===== src/rtl/regfile_ctrl_pkg.sv =====
// Shared constants for the regfile writeback path.
// Requester indices fix the priority-ring order of the write port.
package regfile_ctrl_pkg;

    localparam int NREQ_DEF = 3;

    localparam int REQ_ALU    = 0;
    localparam int REQ_LOAD   = 1;
    localparam int REQ_MULDIV = 2;

    localparam logic [4:0] REG_ZERO = 5'd0;

endpackage


===== src/rtl/rr_arbiter.sv =====
// Round-robin arbiter: scans from ptr_i upward (mod N) for the first valid.
// Purely combinational; the caller owns the pointer register.
module rr_arbiter #(
    parameter int N  = 3,
    parameter int PW = (N > 1) ? $clog2(N) : 1
) (
    input  logic [N-1:0]  valid_i,
    input  logic [PW-1:0] ptr_i,
    output logic [N-1:0]  grant_o,
    output logic [PW-1:0] idx_o,
    output logic          any_o
);

    int cand;

    always_comb begin
        grant_o = '0;
        idx_o   = '0;
        any_o   = 1'b0;
        cand    = 0;
        for (int i = 0; i < N; i++) begin
            cand = int'(ptr_i) + i;
            if (cand >= N) cand = cand - N;
            if (!any_o && valid_i[cand]) begin
                any_o         = 1'b1;
                grant_o[cand] = 1'b1;
                idx_o         = PW'(cand);
            end
        end
    end

endmodule


===== src/rtl/regfile_wb_arbiter.sv =====
// Regfile write-port arbiter: round-robin among writeback sources,
// registered write stage, and a RAW pending-write scoreboard.
module regfile_wb_arbiter
    import regfile_ctrl_pkg::*;
#(
    parameter int NREQ   = NREQ_DEF,
    parameter int DATA_W = 32
) (
    input  logic                        clk,
    input  logic                        reset,
    input  logic [NREQ-1:0]             req_valid,
    input  logic [NREQ-1:0][4:0]        req_addr,
    input  logic [NREQ-1:0][DATA_W-1:0] req_data,
    output logic [NREQ-1:0]             req_ready,
    output logic                        wen,
    output logic [4:0]                  write_addr,
    output logic [DATA_W-1:0]           write_data,
    input  logic                        set_busy,
    input  logic [4:0]                  set_addr,
    output logic [31:0]                 busy_mask
);

    localparam int PW = (NREQ > 1) ? $clog2(NREQ) : 1;

    logic [PW-1:0]     rr_ptr_q, rr_ptr_d;
    logic              wen_q, wen_d;
    logic [4:0]        waddr_q, waddr_d;
    logic [DATA_W-1:0] wdata_q, wdata_d;
    logic [31:0]       busy_q, busy_d;

    logic [NREQ-1:0]   valid_eff;
    logic [NREQ-1:0]   gnt;
    logic [PW-1:0]     gnt_idx;
    logic              gnt_any;

    // Nothing is consumed while reset is held.
    assign valid_eff = req_valid & {NREQ{reset}};

    rr_arbiter #(.N(NREQ), .PW(PW)) u_arb (
        .valid_i (valid_eff),
        .ptr_i   (rr_ptr_q),
        .grant_o (gnt),
        .idx_o   (gnt_idx),
        .any_o   (gnt_any)
    );

    always_comb begin
        rr_ptr_d = rr_ptr_q;
        wen_d    = 1'b0;
        waddr_d  = waddr_q;
        wdata_d  = wdata_q;
        if (gnt_any) begin
            waddr_d  = req_addr[gnt_idx];
            wdata_d  = req_data[gnt_idx];
            wen_d    = (req_addr[gnt_idx] != REG_ZERO);
            rr_ptr_d = (gnt_idx == PW'(NREQ - 1)) ? '0 : gnt_idx + 1'b1;
        end
    end

    // Set after clear so a new producer wins over the retiring one.
    always_comb begin
        busy_d = busy_q;
        if (wen_q) busy_d[waddr_q] = 1'b0;
        if (set_busy && set_addr != REG_ZERO) busy_d[set_addr] = 1'b1;
        busy_d[0] = 1'b0;
    end

    always_ff @(posedge clk or negedge reset) begin
        if (!reset) begin
            rr_ptr_q <= '0;
            wen_q    <= 1'b0;
            waddr_q  <= '0;
            wdata_q  <= '0;
            busy_q   <= '0;
        end else begin
            rr_ptr_q <= rr_ptr_d;
            wen_q    <= wen_d;
            waddr_q  <= waddr_d;
            wdata_q  <= wdata_d;
            busy_q   <= busy_d;
        end
    end

    assign req_ready  = gnt;
    assign wen        = wen_q;
    assign write_addr = waddr_q;
    assign write_data = wdata_q;
    assign busy_mask  = busy_q;

endmodule


===== config.mk =====
export PLATFORM = sky130hd
export DESIGN_NAME = regfile_wb_arbiter
export DESIGN_NICKNAME = d
export VERILOG_FILES = /design/src/rtl/regfile_ctrl_pkg.sv /design/src/rtl/rr_arbiter.sv /design/src/rtl/regfile_wb_arbiter.sv
export SDC_FILE = /design/constraint.sdc
export NUM_CORES = 1
export LEC_CHECK = 0
export ABC_AREA = 1
export BUFFER_PORTS_ARGS = -buffer_cell sky130_fd_sc_hd__buf_2
export CORE_MARGIN = 3
export CORE_UTILIZATION = 49
export CTS_BUF_LIST = sky130_fd_sc_hd__clkbuf_16
export CTS_CLUSTER_SIZE = 12
export DETAILED_ROUTE_END_ITERATION = 12
export GPL_ROUTABILITY_DRIVEN = 1
export HOLD_SLACK_MARGIN = 0.12
export PLACE_DENSITY = 0.95
export SYNTH_ARGS = -nofsm -noshare
export SYNTH_HDL_FRONTEND = slang
export SYNTH_SLANG_ARGS = --single-unit

===== constraint.sdc =====
create_clock -name clk -period 4.55 [get_ports clk]
set_input_delay 1.1375 -clock clk [delete_from_list [all_inputs] [get_ports clk]]
set_output_delay 1.1375 -clock clk [all_outputs]
set_load 0.005 [all_outputs]

## After elaboration in Yosys (flattened, before gate mapping)

Index checks and enable logic that the tools add are counted.

- Flip-flop bits (word level): 71
- Output and inout bits: 73
- Logic and storage cells: 83

- Add/sub/neg operators: 6
- $lt $le $gt $ge: 14
- Equality and inequality tests: 1
- Muxes and demuxes: 39
- Bitwise gates (word level): 6
- Reduce and logical (&&, ||, !) cells: 12

Operators by type and width:

| cell | number |
|---|---|
| two-way mux 32 bit | 6 |
| >= comparator 32 x 1 -> 1 bit (second input constant) | 3 |
| less-than comparator 32 x 4 -> 1 bit (second input constant) | 3 |
| binary-select mux 32 bit (select 2 bit) | 1 |
| >= comparator 32 x 3 -> 1 bit (second input constant) | 2 |
| subtractor 32 x 3 -> 32 bit (second input constant) | 2 |
| bitwise AND 32 bit | 1 |
| inverter 32 bit | 1 |
| OR 32 bit | 1 |
| two-way mux 1 bit | 15 |
| less-than comparator 5 x 6 -> 1 bit (second input constant) | 2 |
| binary-select mux 5 bit (select 2 bit) | 1 |
| demux 1 bit (select 5 bit) | 2 |
| >= comparator 5 x 1 -> 1 bit (second input constant) | 2 |
| nonzero test 5 bit | 2 |
| two-way mux 3 bit | 3 |
| logical AND 1 bit | 8 |
| two-way mux 2 bit | 4 |
| binary-select mux 1 bit (select 2 bit) | 3 |
| demux 1 bit (select 2 bit) | 3 |
| OR 3 bit | 2 |
| two-way mux 5 bit | 1 |
| adder 2 x 1 -> 3 bit (second input constant) | 1 |
| adder 2 x 2 -> 3 bit (second input constant) | 1 |
| 7 further kinds | 8 |

## Logic depth before layout (Yosys ltp)

- Depth in word-level cells: 16
- Depth in mapped cells: 17
- Depth with buffers taken out: 16

## By module

Synthesis repeated with hierarchy kept, for this count alone.

- Cell total of the unflattened synthesis: 470
- Area total of the unflattened synthesis: 3814.9 um^2

Modules (own cells, without submodules):

| module | instances | cells each | area each (um^2) |
|---|---|---|---|
| regfile_wb_arbiter | 1 | 409 | 3494.6 |
| rr_arbiter | 1 | 61 | 320.3 |

## Least setup slack after synthesis

No wires, ideal clock.

- Path type: input to output
- From: input port req_valid[2]
- To: output port req_ready[2]
- Arrival: 1.879 ns
- Data required time: 3.413 ns
- Setup slack: 1.534 ns
- Cell stages on the path: 6
- Path buffers: 0
- Path through: nand2_2 o21ai_2 nand2_4 nand3_2 nor2_2 a311o_1

- Cells in the longest elaborated chain, start to end: 11
- Elaborated cells on any way between the ends: 21
- Classes of those cells: mux: 14; bitwise: 3; reduce/logical: 4

Ends and longest elaborated chain:

| element | line | source |
|---|---|---|
| start, declared | regfile_wb_arbiter.sv:11 | `input logic [NREQ-1:0] req_valid,` |
| bitwise AND 3 bit (*) | regfile_wb_arbiter.sv:37 | `assign valid_eff = req_valid & {NREQ{reset}};` |
| binary-select mux 1 bit (select 2 bit) | rr_arbiter.sv:24 | `if (!any_o && valid_i[cand]) begin` |
| two-way mux 1 bit (not written as such) (2 in series) | rr_arbiter.sv:24 |  |
| two-way mux 1 bit | rr_arbiter.sv:24 |  |
| logical NOT 1 bit | rr_arbiter.sv:24 |  |
| logical AND 1 bit | rr_arbiter.sv:24 |  |
| two-way mux 1 bit | rr_arbiter.sv:24 |  |
| logical NOT 1 bit | rr_arbiter.sv:24 |  |
| logical AND 1 bit | rr_arbiter.sv:24 |  |
| two-way mux 3 bit (*) | rr_arbiter.sv:24 |  |
| end, declared | regfile_wb_arbiter.sv:14 | `output logic [NREQ-1:0] req_ready,` |

Mark *: on every way between the ends. The rest lies on a longest branch, timed or not. The select of a mux whose other input is x is not followed.

## Final worst setup path

- From: input port reset
- To: output port req_ready[2]

- Cells in the longest elaborated chain, start to end: 11
- Elaborated cells on any way between the ends: 21
- Classes of those cells: mux: 14; bitwise: 3; reduce/logical: 4

Ends and longest elaborated chain:

| element | line | source |
|---|---|---|
| start, declared | regfile_wb_arbiter.sv:10 | `input logic reset,` |
| bitwise AND 3 bit (*) | regfile_wb_arbiter.sv:37 |  |
| binary-select mux 1 bit (select 2 bit) | rr_arbiter.sv:24 |  |
| two-way mux 1 bit (not written as such) (2 in series) | rr_arbiter.sv:24 |  |
| two-way mux 1 bit | rr_arbiter.sv:24 |  |
| logical NOT 1 bit | rr_arbiter.sv:24 |  |
| logical AND 1 bit | rr_arbiter.sv:24 |  |
| two-way mux 1 bit | rr_arbiter.sv:24 |  |
| logical NOT 1 bit | rr_arbiter.sv:24 |  |
| logical AND 1 bit | rr_arbiter.sv:24 |  |
| two-way mux 3 bit (*) | rr_arbiter.sv:24 |  |

Marked as above.

==> flow_summary_export.csv <==
group,metric,value,unit
grt,grt_use_total,0.269,
clocking,numCtsBuffers,9,
grt,busiest_layer,"met2",
pwr,p_int,2460,uW
layout,drive_above_1_share,0.340,
layout,layout.area.seq,0.00178,mm^2
worst_setup_path,cp.required,3410,ps
clocking,clock_latency,330,ps
floorplanning,io_pins,195,
worst_setup_path,crit_arrival,2510,ps
sta,finalSetupViolations,0,
synth,yosysTopAreaCellShare,0.470,
pwr,pwr-share-comb,0.584,
route,drt-pass1-iter-count,7,
grt,gr-total-overflow,0,
worst_setup_path,crit_chain,"buf_4, nand2_2, o21ai_0, nand2_1, nand3_2, nor2_2, a311o_1, buf_2",
grt,grt_pass1_wl,18.8,mm
grt,antenna_found_initial,1,
floorplanning,die_y,93.8,um
worst_setup_path,cpMaxStageDelayCell,"buf_4",
synth,synth_area_leader_cell,"dfrtp_1",
synth,synthesis.area,0.00378,mm^2
clocking,clock_path_buffers,2,
route,dr.first_iter.drc_count,284,
clocking,post_cts_buffers,0,
synth,synthTopCellsByArea,"dfrtp_1 (47%), nor2_1 (10%), o21ai_0 (9.7%), a21oi_1 (8.6%), nand3_1 (5.3%)",
clocking,cts_tree,"built",
sta,fmax,0.274,GHz
min_path,hp-start,"busy_mask[8]",
pwr,netSwitchingFraction,0.480,
sta,tightestPinTransition,637,ps
grt,grt_pass1_vias,4107,
min_path,whs_endpoint,"busy_mask[8]",
synth,synth_cell_types,31,
pwr,p_switching,2270,uW
clocking,cts-root-buf,"clkbuf_16",
route,routed_wirelength,12.1,mm
pwr,seqPwrFrac,0.253,
grt,grtUsageMet3,0.0497,
worst_setup_path,r2r_start,"rr_ptr_q[0]",
synth,syn_inst,486,
route,via_per_inst,5.56,
floorplanning,die_area,0.00880,mm^2
worst_setup_path,critPathLaunchType,"input pin",
pwr,power.leakage,0.00247,uW
synth,syn_nets,612,
worst_setup_path,crit_type,"in2out",
pwr,p_clk_frac,0.162,
sta,finalCritPeriodShare,0.803,
job,maxCapViolCount,0,
sta,finalHoldViolations,0,
place,gp_congestion,0.926,
sta,fin_crit,3650,ps
clocking,cts_hold_buffers,0,
layout,final_cells,775,
worst_setup_path,critical_path_buf_inv_count,2,
clocking,h-tree-depth,3,
place,place_inst,759,
synth,yosysWarnings,0,
min_path,hold_path_class,"reg2reg",
clocking,clock_sink_count,71,
clocking,cts.clk_slew.worst_paths,60,ps
floorplanning,rows,31,
layout,nNetsFinal,797,
route,drc,0,
synth,ys_async_sr_fraction,1.00,
layout,syn_to_final_growth,34.6,%
layout,diodes,0,
layout,fillers,614,
sta,relSlewSlack,0.575,
worst_setup_path,worst_setup_path_end_kind,"output port",
min_path,hold_depth,2,
sta,worst_clock_skew,6.50,ps
worst_setup_path,timing.rr.end,"write_data[26]",
route,route.vias.total,4311,
synth,yosysSeqAreaShare,0.470,
route,ant_nets,0,
pwr,ir_worst_vdd,0.478,mV
grt,grt_start_max_net_pins,48,
worst_setup_path,crit_path_start,"reset",
floorplanning,coreArea,0.00737,mm^2
outcome,outcome,"finished, final reports clean",
synth,synth_area_per_cell,7.77,um^2
clocking,cts_resized,0,
sta,slew_violations,0,
route,routedWlPerCell,15.6,um
place,port_buffers,193,
layout,final_cell_mix,"buf_2 (192), nor2_1 (102), o21ai_0 (73)",
floorplanning,start_util,0.513,
floorplanning,die_x,93.8,um
synth,synth_edf_count,0,
layout,final_common_cell,"buf_2",
worst_setup_path,r2r_setup_slack,1620,ps
layout,multi_input_area,0.00178,mm^2
worst_setup_path,cp_max_fo,32,
worst_setup_path,crit_family,"simple AND/OR/NAND/NOR gates",
grt,met1_usage,0.326,
place,post-dp-hpwl,8.94,mm
pwr,power_density,930,mW/mm^2
grt,grtUsageMet2,0.466,
worst_setup_path,rr_worst_depth,13,
synth,synth-main-ff-cell,"dfrtp_1",
worst_setup_path,slowest_delay,330,ps
sta,rsz0062_at_grt,"false",
sta,fin_tns_setup,0,ps
synth,synth-seq-cells,71,
[worst reg2reg max path, cell delays in order, from the launching register on]
cell	delay, ps
dfrtp_1	380
inv_1	90
ha_1	390
inv_2	110
nand3_1	100
nand3_1	80
nand2_1	140
nand3_2	110
nor2_2	160
nor2_4	90
inv_2	360
buf_4	460
a21oi_1	180
a21oi_1	230
[synthesized netlist by cell type, types with 2 or more instances]
library cell	number
inv_1	17
ha_1	4
nand2_2	2
o22ai_1	2
nand2_1	37
nor2_1	102
nand3_1	40
inv_2	5
nand3_2	2
buf_6	5
nand2_4	3
o21ai_1	29
o21ai_0	73
buf_2	8
dfrtp_1	71
clkbuf_1	7
a21oi_1	65
[stage by stage]
stage          utilization  setup WS, ps  hold slack [ps]  power, uW  cell area [um^2]
2_1_floorplan            -          1530              495       3150              3780
3_3_place_gp         0.646           953              483       3790              4760
3_5_place_dp         0.646           880              493       3940              4760
4_1_cts              0.690           886              508       4710              5090
5_1_grt              0.690           802              541       5140              5090
6_report             0.690           898              510       4730              5090
[registers in the layout, indices dropped and copies added, names as in the netlist]
name and cells:
busy_mask 31, rr_ptr_q 2, wen 1, write_addr 5, write_data 32
[area by class of cell]
cell class / instances / share of cell area
clock inverter: 7 / 0.0204
timing repair buffer: 196 / 0.195
tap: 99 / 0.0243
multi-input combinational: 370 / 0.349
sequential: 71 / 0.349
inverter: 23 / 0.0175
clock buffer: 9 / 0.0443
[per-layer routing]
metal / wire, um / share of wire / vias to the layer above
met5: 13 / 0.0011 / -
met3: 1110 / 0.092 / 36
met1: 4370 / 0.36 / 1950
li1: - / - / 2026
met2: 6220 / 0.52 / 297
met4: 371 / 0.031 / 2
[kinds of logic after synthesis]
kind of cell / share of synthesized area
other: 0.000992
and+or+nand+nor: 0.222
AOI/OAI and AO/OA: 0.235
DFF: 0.470
buffers and inverters: 0.0593
adders and majority gates: 0.0132
[how the worst max path moves through the flow]
stage                               to  cells after the start
final                     req_ready[2]                      8
after global placement    req_ready[2]                      8
after global routing      req_ready[2]                      8
after floorplan           req_ready[2]                      6
after CTS                 req_ready[2]                      8
after detailed placement  req_ready[2]                      8
[power groups by stage]
stage	combinational (uW)	sequential, uW	clock, uW
2_1_floorplan	1960	1190	0
3_3_place_gp	2610	1180	0
3_5_place_dp	2740	1190	0
4_1_cts	2750	1190	771
5_1_grt	3110	1230	799
6_report	2760	1200	768
No activity file was read; power rests on OpenSTA's default activity.
